===== src/rtl/sn74_scan_demux.sv =====
// Scanning demultiplexer for a remote '151-style selector: steps the select bus,
// samples the selector's Y output per channel and presents each finished frame as a held word.
module sn74_scan_demux #(
  parameter int CHANNELS = 8,
  parameter int SEL_W    = 3,
  parameter int SETTLE   = 1
) (
  input  logic                clk,
  input  logic                rst,
  input  logic                en,
  input  logic                clr,
  input  logic                din,
  output logic [SEL_W-1:0]    sel,
  output logic                str,
  output logic [CHANNELS-1:0] q,
  output logic                q_valid,
  output logic                busy
);

  // state    | meaning
  // S_IDLE   | strobe high, select parked at 0, waiting for en
  // S_SETTLE | select stable, waiting SETTLE cycles for the remote mux to propagate
  // S_SAMPLE | one cycle; din captured into shadow[sel] on the closing edge
  typedef enum logic [1:0] {
    S_IDLE,
    S_SETTLE,
    S_SAMPLE
  } state_t;

  localparam state_t           RUN_STATE = (SETTLE == 0) ? S_SAMPLE : S_SETTLE;
  localparam logic [3:0]       SETTLE_LD = 4'((SETTLE > 0) ? SETTLE - 1 : 0);
  localparam logic [SEL_W-1:0] LAST_SEL  = SEL_W'(CHANNELS - 1);

  state_t              state, state_nxt;
  logic [3:0]          cnt, cnt_nxt;
  logic [SEL_W-1:0]    sel_nxt;
  logic [CHANNELS-1:0] shadow, shadow_nxt;
  logic                frame_done;

  always_comb begin
    state_nxt  = state;
    cnt_nxt    = cnt;
    sel_nxt    = sel;
    shadow_nxt = shadow;
    frame_done = 1'b0;
    case (state)
      S_IDLE: begin
        if (en) begin
          state_nxt = RUN_STATE;
          cnt_nxt   = SETTLE_LD;
        end
      end
      S_SETTLE: begin
        if (cnt == 4'd0) state_nxt = S_SAMPLE;
        else             cnt_nxt   = cnt - 4'd1;
      end
      S_SAMPLE: begin
        shadow_nxt[sel] = din;
        if (sel == LAST_SEL) begin
          frame_done = 1'b1;
          sel_nxt    = '0;
          state_nxt  = en ? RUN_STATE : S_IDLE;
        end else begin
          sel_nxt   = sel + 1'b1;
          state_nxt = RUN_STATE;
        end
        cnt_nxt = SETTLE_LD;
      end
      default: state_nxt = S_IDLE;
    endcase
  end

  always_ff @(posedge clk) begin
    if (rst) state <= S_IDLE;
    else     state <= state_nxt;
  end

  // clr outranks a coincident frame load, so that frame is dropped.
  always_ff @(posedge clk) begin
    if (rst) begin
      cnt     <= '0;
      sel     <= '0;
      shadow  <= '0;
      q       <= '0;
      q_valid <= 1'b0;
    end else begin
      cnt     <= cnt_nxt;
      sel     <= sel_nxt;
      shadow  <= shadow_nxt;
      q_valid <= 1'b0;
      if (clr) begin
        q <= '0;
      end else if (frame_done) begin
        q       <= shadow_nxt;
        q_valid <= 1'b1;
      end
    end
  end

  assign str  = (state == S_IDLE);
  assign busy = (state != S_IDLE);

endmodule


===== config.mk =====
export PLATFORM = sky130hd
export DESIGN_NAME = sn74_scan_demux
export DESIGN_NICKNAME = d
export VERILOG_FILES = /design/src/rtl/sn74_scan_demux.sv
export SDC_FILE = /design/constraint.sdc
export NUM_CORES = 1
export LEC_CHECK = 0
export CORE_UTILIZATION = 48
export CTS_BUF_LIST = sky130_fd_sc_hd__clkbuf_8
export DETAILED_ROUTE_END_ITERATION = 10
export PLACE_DENSITY = 0.72
export REMOVE_ABC_BUFFERS = 1
export SLEW_MARGIN = 20
export SYNTH_ARGS = -nofsm -noshare
export SYNTH_HDL_FRONTEND = slang
export SYNTH_SLANG_ARGS = --single-unit

===== constraint.sdc =====
create_clock -name clk -period 1.61 [get_ports clk]
set_input_delay 0.322 -clock clk [delete_from_list [all_inputs] [get_ports clk]]
set_output_delay 0.322 -clock clk [all_outputs]
set_load 0.05 [all_outputs]

Word-level counts from Yosys, hierarchy flattened
Cells that the tools add are included.
Operators by class
  $add $sub $neg: 2
  $lt $le $gt $ge: 2
  eq/ne operators: 6
  muxes and demuxes: 16
  reduce and logical (&&, ||, !) cells: 8
Operator list (number)
  4-bit case mux with 3 select lines: 1
  8-bit bitwise mux: 1
  4-bit two-way mux: 2
  8-bit two-way mux: 1
  1-bit two-way mux: 6
  2-bit inequality test (second input constant): 3
  2-bit case mux with 3 select lines: 1
  4-bit logical NOT: 1
  3-bit by 4-bit < comparator with 1-bit output (second input constant): 1
  2-bit two-way mux: 2
  4-bit by 1-bit subtractor with 4-bit output (second input constant): 1
  3-bit by 1-bit adder with 3-bit output (second input constant): 1
  1-bit demux with 3-bit select: 1
  3-bit equality test (second input constant): 1
  3-bit by 1-bit greater-or-equal comparator with 1-bit output (second input constant): 1
  3-bit two-way mux: 1
  3-bit AND reduction: 1
  3-bit nonzero test: 1
  2-bit by 1-bit equality test with 1-bit output (second input constant): 1
  2-bit equality test (second input constant): 1
  2-bit logical NOT: 1
  2-bit AND reduction: 1
  2-bit nonzero test: 1
  2-bit OR reduction: 1
  1-bit logical AND: 1
Storage, ports and cells
  bits in registers: 26
  input port bits: 5
  output and inout port bits: 14
  logic and storage cells: 40

Logic depth before layout (Yosys ltp)
  depth in word-level cells: 6
  depth in mapped cells: 7

Least setup slack after synthesis
Ideal clock, no wire load.
  path type: register -> register
  start point: register sel[1]
  end point: register q[7]
  setup time: 0.074 ns
  data arrival time: 1.757 ns
  required time: 1.536 ns
  setup slack: -0.221 ns
  cell stages (with the launch flop): 8
  cells stage by stage: dfxtp_1 > ha_1 > ha_1 > and3b_2 > buf_6 > buf_6 > o21ai_1 > a31oi_1
On the way
  cells in the longest elaborated chain, start to end: 6
  elaborated cells on any way between the ends: 10
  classes of those cells: 2 x order compare; 1 x eq/ne; 6 x mux; 1 x reduce/logical
Ends and longest elaborated chain
  from (decl): RTL line 13  | output logic [SEL_W-1:0] sel,
  from (signal assigned): RTL line 88  | sel <= sel_nxt;
  3-bit by 4-bit < comparator with 1-bit output (not written as such) or 3-bit by 1-bit greater-or-equal comparator with 1-bit output (tied branches): RTL line 58  | shadow_nxt[sel] = din;
  1-bit logical AND (not written as such): RTL line 58
  1-bit two-way mux (not written as such): RTL line 58
  1-bit demux with 3-bit select: RTL line 58
  8-bit bitwise mux: RTL line 58
  8-bit two-way mux: RTL line 46  | case (state)
  to (signal assigned): RTL line 94  | q <= shadow_nxt;
  to (decl): RTL line 15  | output logic [CHANNELS-1:0] q,
Several ways; a longest one is shown, not always the timed one.
A chain may end at the register's enable or synchronous reset.

Final worst setup path
  start point: register state[0]
  end point: output port str
On the way
  cells in the longest elaborated chain, start to end: 1
Ends and longest elaborated chain
  from (decl): RTL line 34  | state_t state, state_nxt;
  from (signal assigned): RTL line 75  | else state <= state_nxt;
  2-bit logical NOT: RTL line 100  | assign str = (state == S_IDLE);
  to (decl): RTL line 14  | output logic str,
Every way passes these cells.

==> impl_metrics.toml <==
[global_route]
grt_remaining_overflow = 0
grt_usage = 0.222
grt_pass1_vias = 1079
grt_antenna_before_repair = 0
grt_pass1_wl_microns = 4570
grt_max_degree = 18

[job]
cap_violations = 0

[die]
initial_utilization = 0.532
coreArea_sq_um = 2320
fp.dieArea_sq_um = 2770
ios = 19
die_h_microns = 52.7
fp-row-count = 17
die_w_microns = 52.7

[detailed_routing]
post_drt_wl_per_cell_microns = 14.7
ant_nets = 0
via_per_inst = 5.89
drt_first_pass_iters = 4
dr_total_vias = 1078
wl_microns = 2680
drc = 0
first_iter_violations = 25

[placement]
post-place-ws_ns = 0.137
gp_congestion = 0.856
hpwlAfterDp_microns = 1950
port_buffers = 18

[clock_tree]
numClockSinks = 26
cts_max_path_buffers = 2
clk_pin_slew_ns = 0.09
ctsHoldBuffers = 0
post_cts.repair.setup_buffers = 0
clock_latency_ns = 0.26
cts_htree_levels = 1
cts_tree = "built"
cts_buffers = 3
cts_root_buf = "clkbuf_8"

[logic_synthesis]
syn_inst = 134
syn-cell-area_sq_um = 1230
synth.largest_area_cell = "dfxtp_1"
yosys-top-cells-area = "dfxtp_1 42%, a31oi_1 5.6%, a21oi_1 4.5%"
ys_seq_elements = 26
syn_avg_cell_area_sq_um = 9.20
yosysWarningCount = 0
synth.distinct_cells = 41
yosys.area.top_type_share = 0.422
synth_seq_area_share = 0.422

[worst_setup_path]
critPathKind = "reg2out"
endpoint_kind = "primary output"
required_ns = 1.29
crit_fanout = 14
critPathArrivalTime_ns = 1.24
critPathLaunchType = "flip-flop"
reg2reg_slack_ns = 0.11

[power]
p_comb_frac = 0.116
finalPower_w = 0.00122
p_switching_w = 0.000284
netSwitchingFraction = 0.234
ir_drop_mv = 0.520
p_per_area_nw_per_um2 = 795
seqPwrFrac = 0.543
intPower_w = 0.000931
power.leakage_nw = 0.595
pwr-share-clk = 0.341

[sta]
worst_slew_pin_slew_ns = 0.357
hold_violations = 0
setup_viol = 0
fin_hold_ws_ns = 0.466
worst_slack_ns = 0.0436
fin_crit_sh = 0.973
min_period_ns = 1.57
grt_setup_unrepaired = "false"
tns_ns = 0
finalMaxSlewViolations = 0
maxSlewHeadroom = 0.759
max_freq_mhz = 638
fin_skew_ns = 0.00357

[outcome]
status = "complete, no violations"

[cells_and_area]
antenna_cells = 0
drive_gt1_frac = 0.265
area_growth_pct = 24.1
nets = 165

[hold_path]
holdCritPathClass = "reg2reg"
[power by group through the flow]
stage | combinational (W) | sequential, W | clock (W)
3_5_place_dp | 0.000141 | 0.000675 | 0
2_1_floorplan | 0.0000587 | 0.000683 | 0
5_1_grt | 0.000149 | 0.000661 | 0.000449
3_3_place_gp | 0.000138 | 0.000674 | 0
4_1_cts | 0.000141 | 0.000661 | 0.000418
6_report | 0.000141 | 0.000660 | 0.000414
[logic make-up after synthesis]
| group | count (synthesis) | synth area share |
|---|---|---|
| AO/OA/AOI/OAI | 44 | 0.218 |
| AND/OR/NAND/NOR | 44 | 0.226 |
| flip-flops | 26 | 0.422 |
| buffers and inverters | 13 | 0.0680 |
| adder cells (fa/ha/maj) | 4 | 0.0406 |
| multiplexers | 3 | 0.0244 |
[cells in the mapped netlist]
cell,number
nor4_1,1
or3b_4,1
nor3_1,2
and3b_1,2
buf_6,4
and2_1,1
mux2i_1,3
nand2b_1,1
and3b_2,1
buf_2,1
or4_1,1
or2_2,1
nor3b_2,1
or3b_1,1
nor2b_1,4
or3_2,1
or3_4,1
o2111ai_1,1
nand3b_1,1
buf_4,1
o31ai_1,1
nand3_1,1
clkbuf_1,2
o21bai_1,1
and3_1,1
o21ai_1,3
nor2_1,6
o21ai_2,4
o221ai_1,2
or3b_2,1
a21oi_1,11
ha_1,4
nor3b_1,3
o311ai_0,1
dfxtp_1,26
nor4b_1,1
a31oi_1,11
nand2_1,10
nand2b_4,1
inv_1,5
o21ai_0,9
[cell type report]
| class | instances | area [sq um] |
|---|---|---|
| fillers | 200 | 790 |
| multi-input cells | 95 | 633 |
| flip-flops and latches | 26 | 527 |
| repair buffers | 25 | 260 |
| clock buffers | 4 | 55.1 |
| well taps | 28 | 35.0 |
| inverters | 5 | 18.8 |
[routing by layer]
layer / global-route usage / wire length [microns] / vias to the layer above
li1: - / - / 530
met2: 0.409 / 1370 / 28
met4: 0.0570 / 16 / 0
met1: 0.265 / 1210 / 518
met5: 0 / 0 / -
met3: 0.0319 / 92 / 2
[flip-flops by register name, indices dropped and copies added (netlist names)]
signal	cells
cnt	4
q_valid	1
sel	3
state	2
shadow	8
q	8
[stage by stage]
step,utilization,cells,cell area (sq um)
after floorplan,-,126,1170
after global placement,0.631,179,1460
after detailed placement,0.631,179,1460
after CTS,0.656,183,1520
after global routing,0.659,183,1530
final,0.659,183,1530
[placed cells by master, fill, tap and decap left out, drive strengths merged]
| master | count |
|---|---|
| o2111ai | 1 |
| nand3b | 1 |
| or4 | 1 |
| mux2i | 3 |
| o31ai | 1 |
| and3 | 1 |
| and3b | 3 |
| nand2 | 10 |
| nor4 | 1 |
| or2 | 1 |
| nor3 | 2 |
| nand3 | 1 |
| nor4b | 1 |
| nor2 | 6 |
| a31oi | 11 |
| o221ai | 2 |
| o311ai | 1 |
| clkbuf | 4 |
| or3 | 2 |
| buf | 21 |
| a21oi | 11 |
| ha | 4 |
| nor2b | 4 |
| or3b | 3 |
| dfxtp | 26 |
| nor3b | 4 |
| and2 | 1 |
| o21bai | 1 |
| inv | 5 |
| clkdlybuf4s50 | 4 |
| nand2b | 2 |
| o21ai | 16 |
[final timing paths]
path / startpoint / endpoint / cells past startpoint
worst min-delay path: shadow[2] / shadow[2] / 2
worst max register to register: cnt[0] / cnt[0] / 5
worst min register to register: shadow[2] / shadow[2] / 2
worst max-delay path: state[0] / str / 3
[critical path, stage by stage, from the launching register on]
cell and delay [ns]:
dfxtp_4 0.41, or2_2 0.33, inv_1 0.11, buf_12 0.14
[what timing repair did]
item	CTS	global route
setup endpoints to repair	2	3
endpoints found under the hold margin	0	0
gates cloned	0	0
resized for setup	2	3
Power figures use the tool's default switching activity.
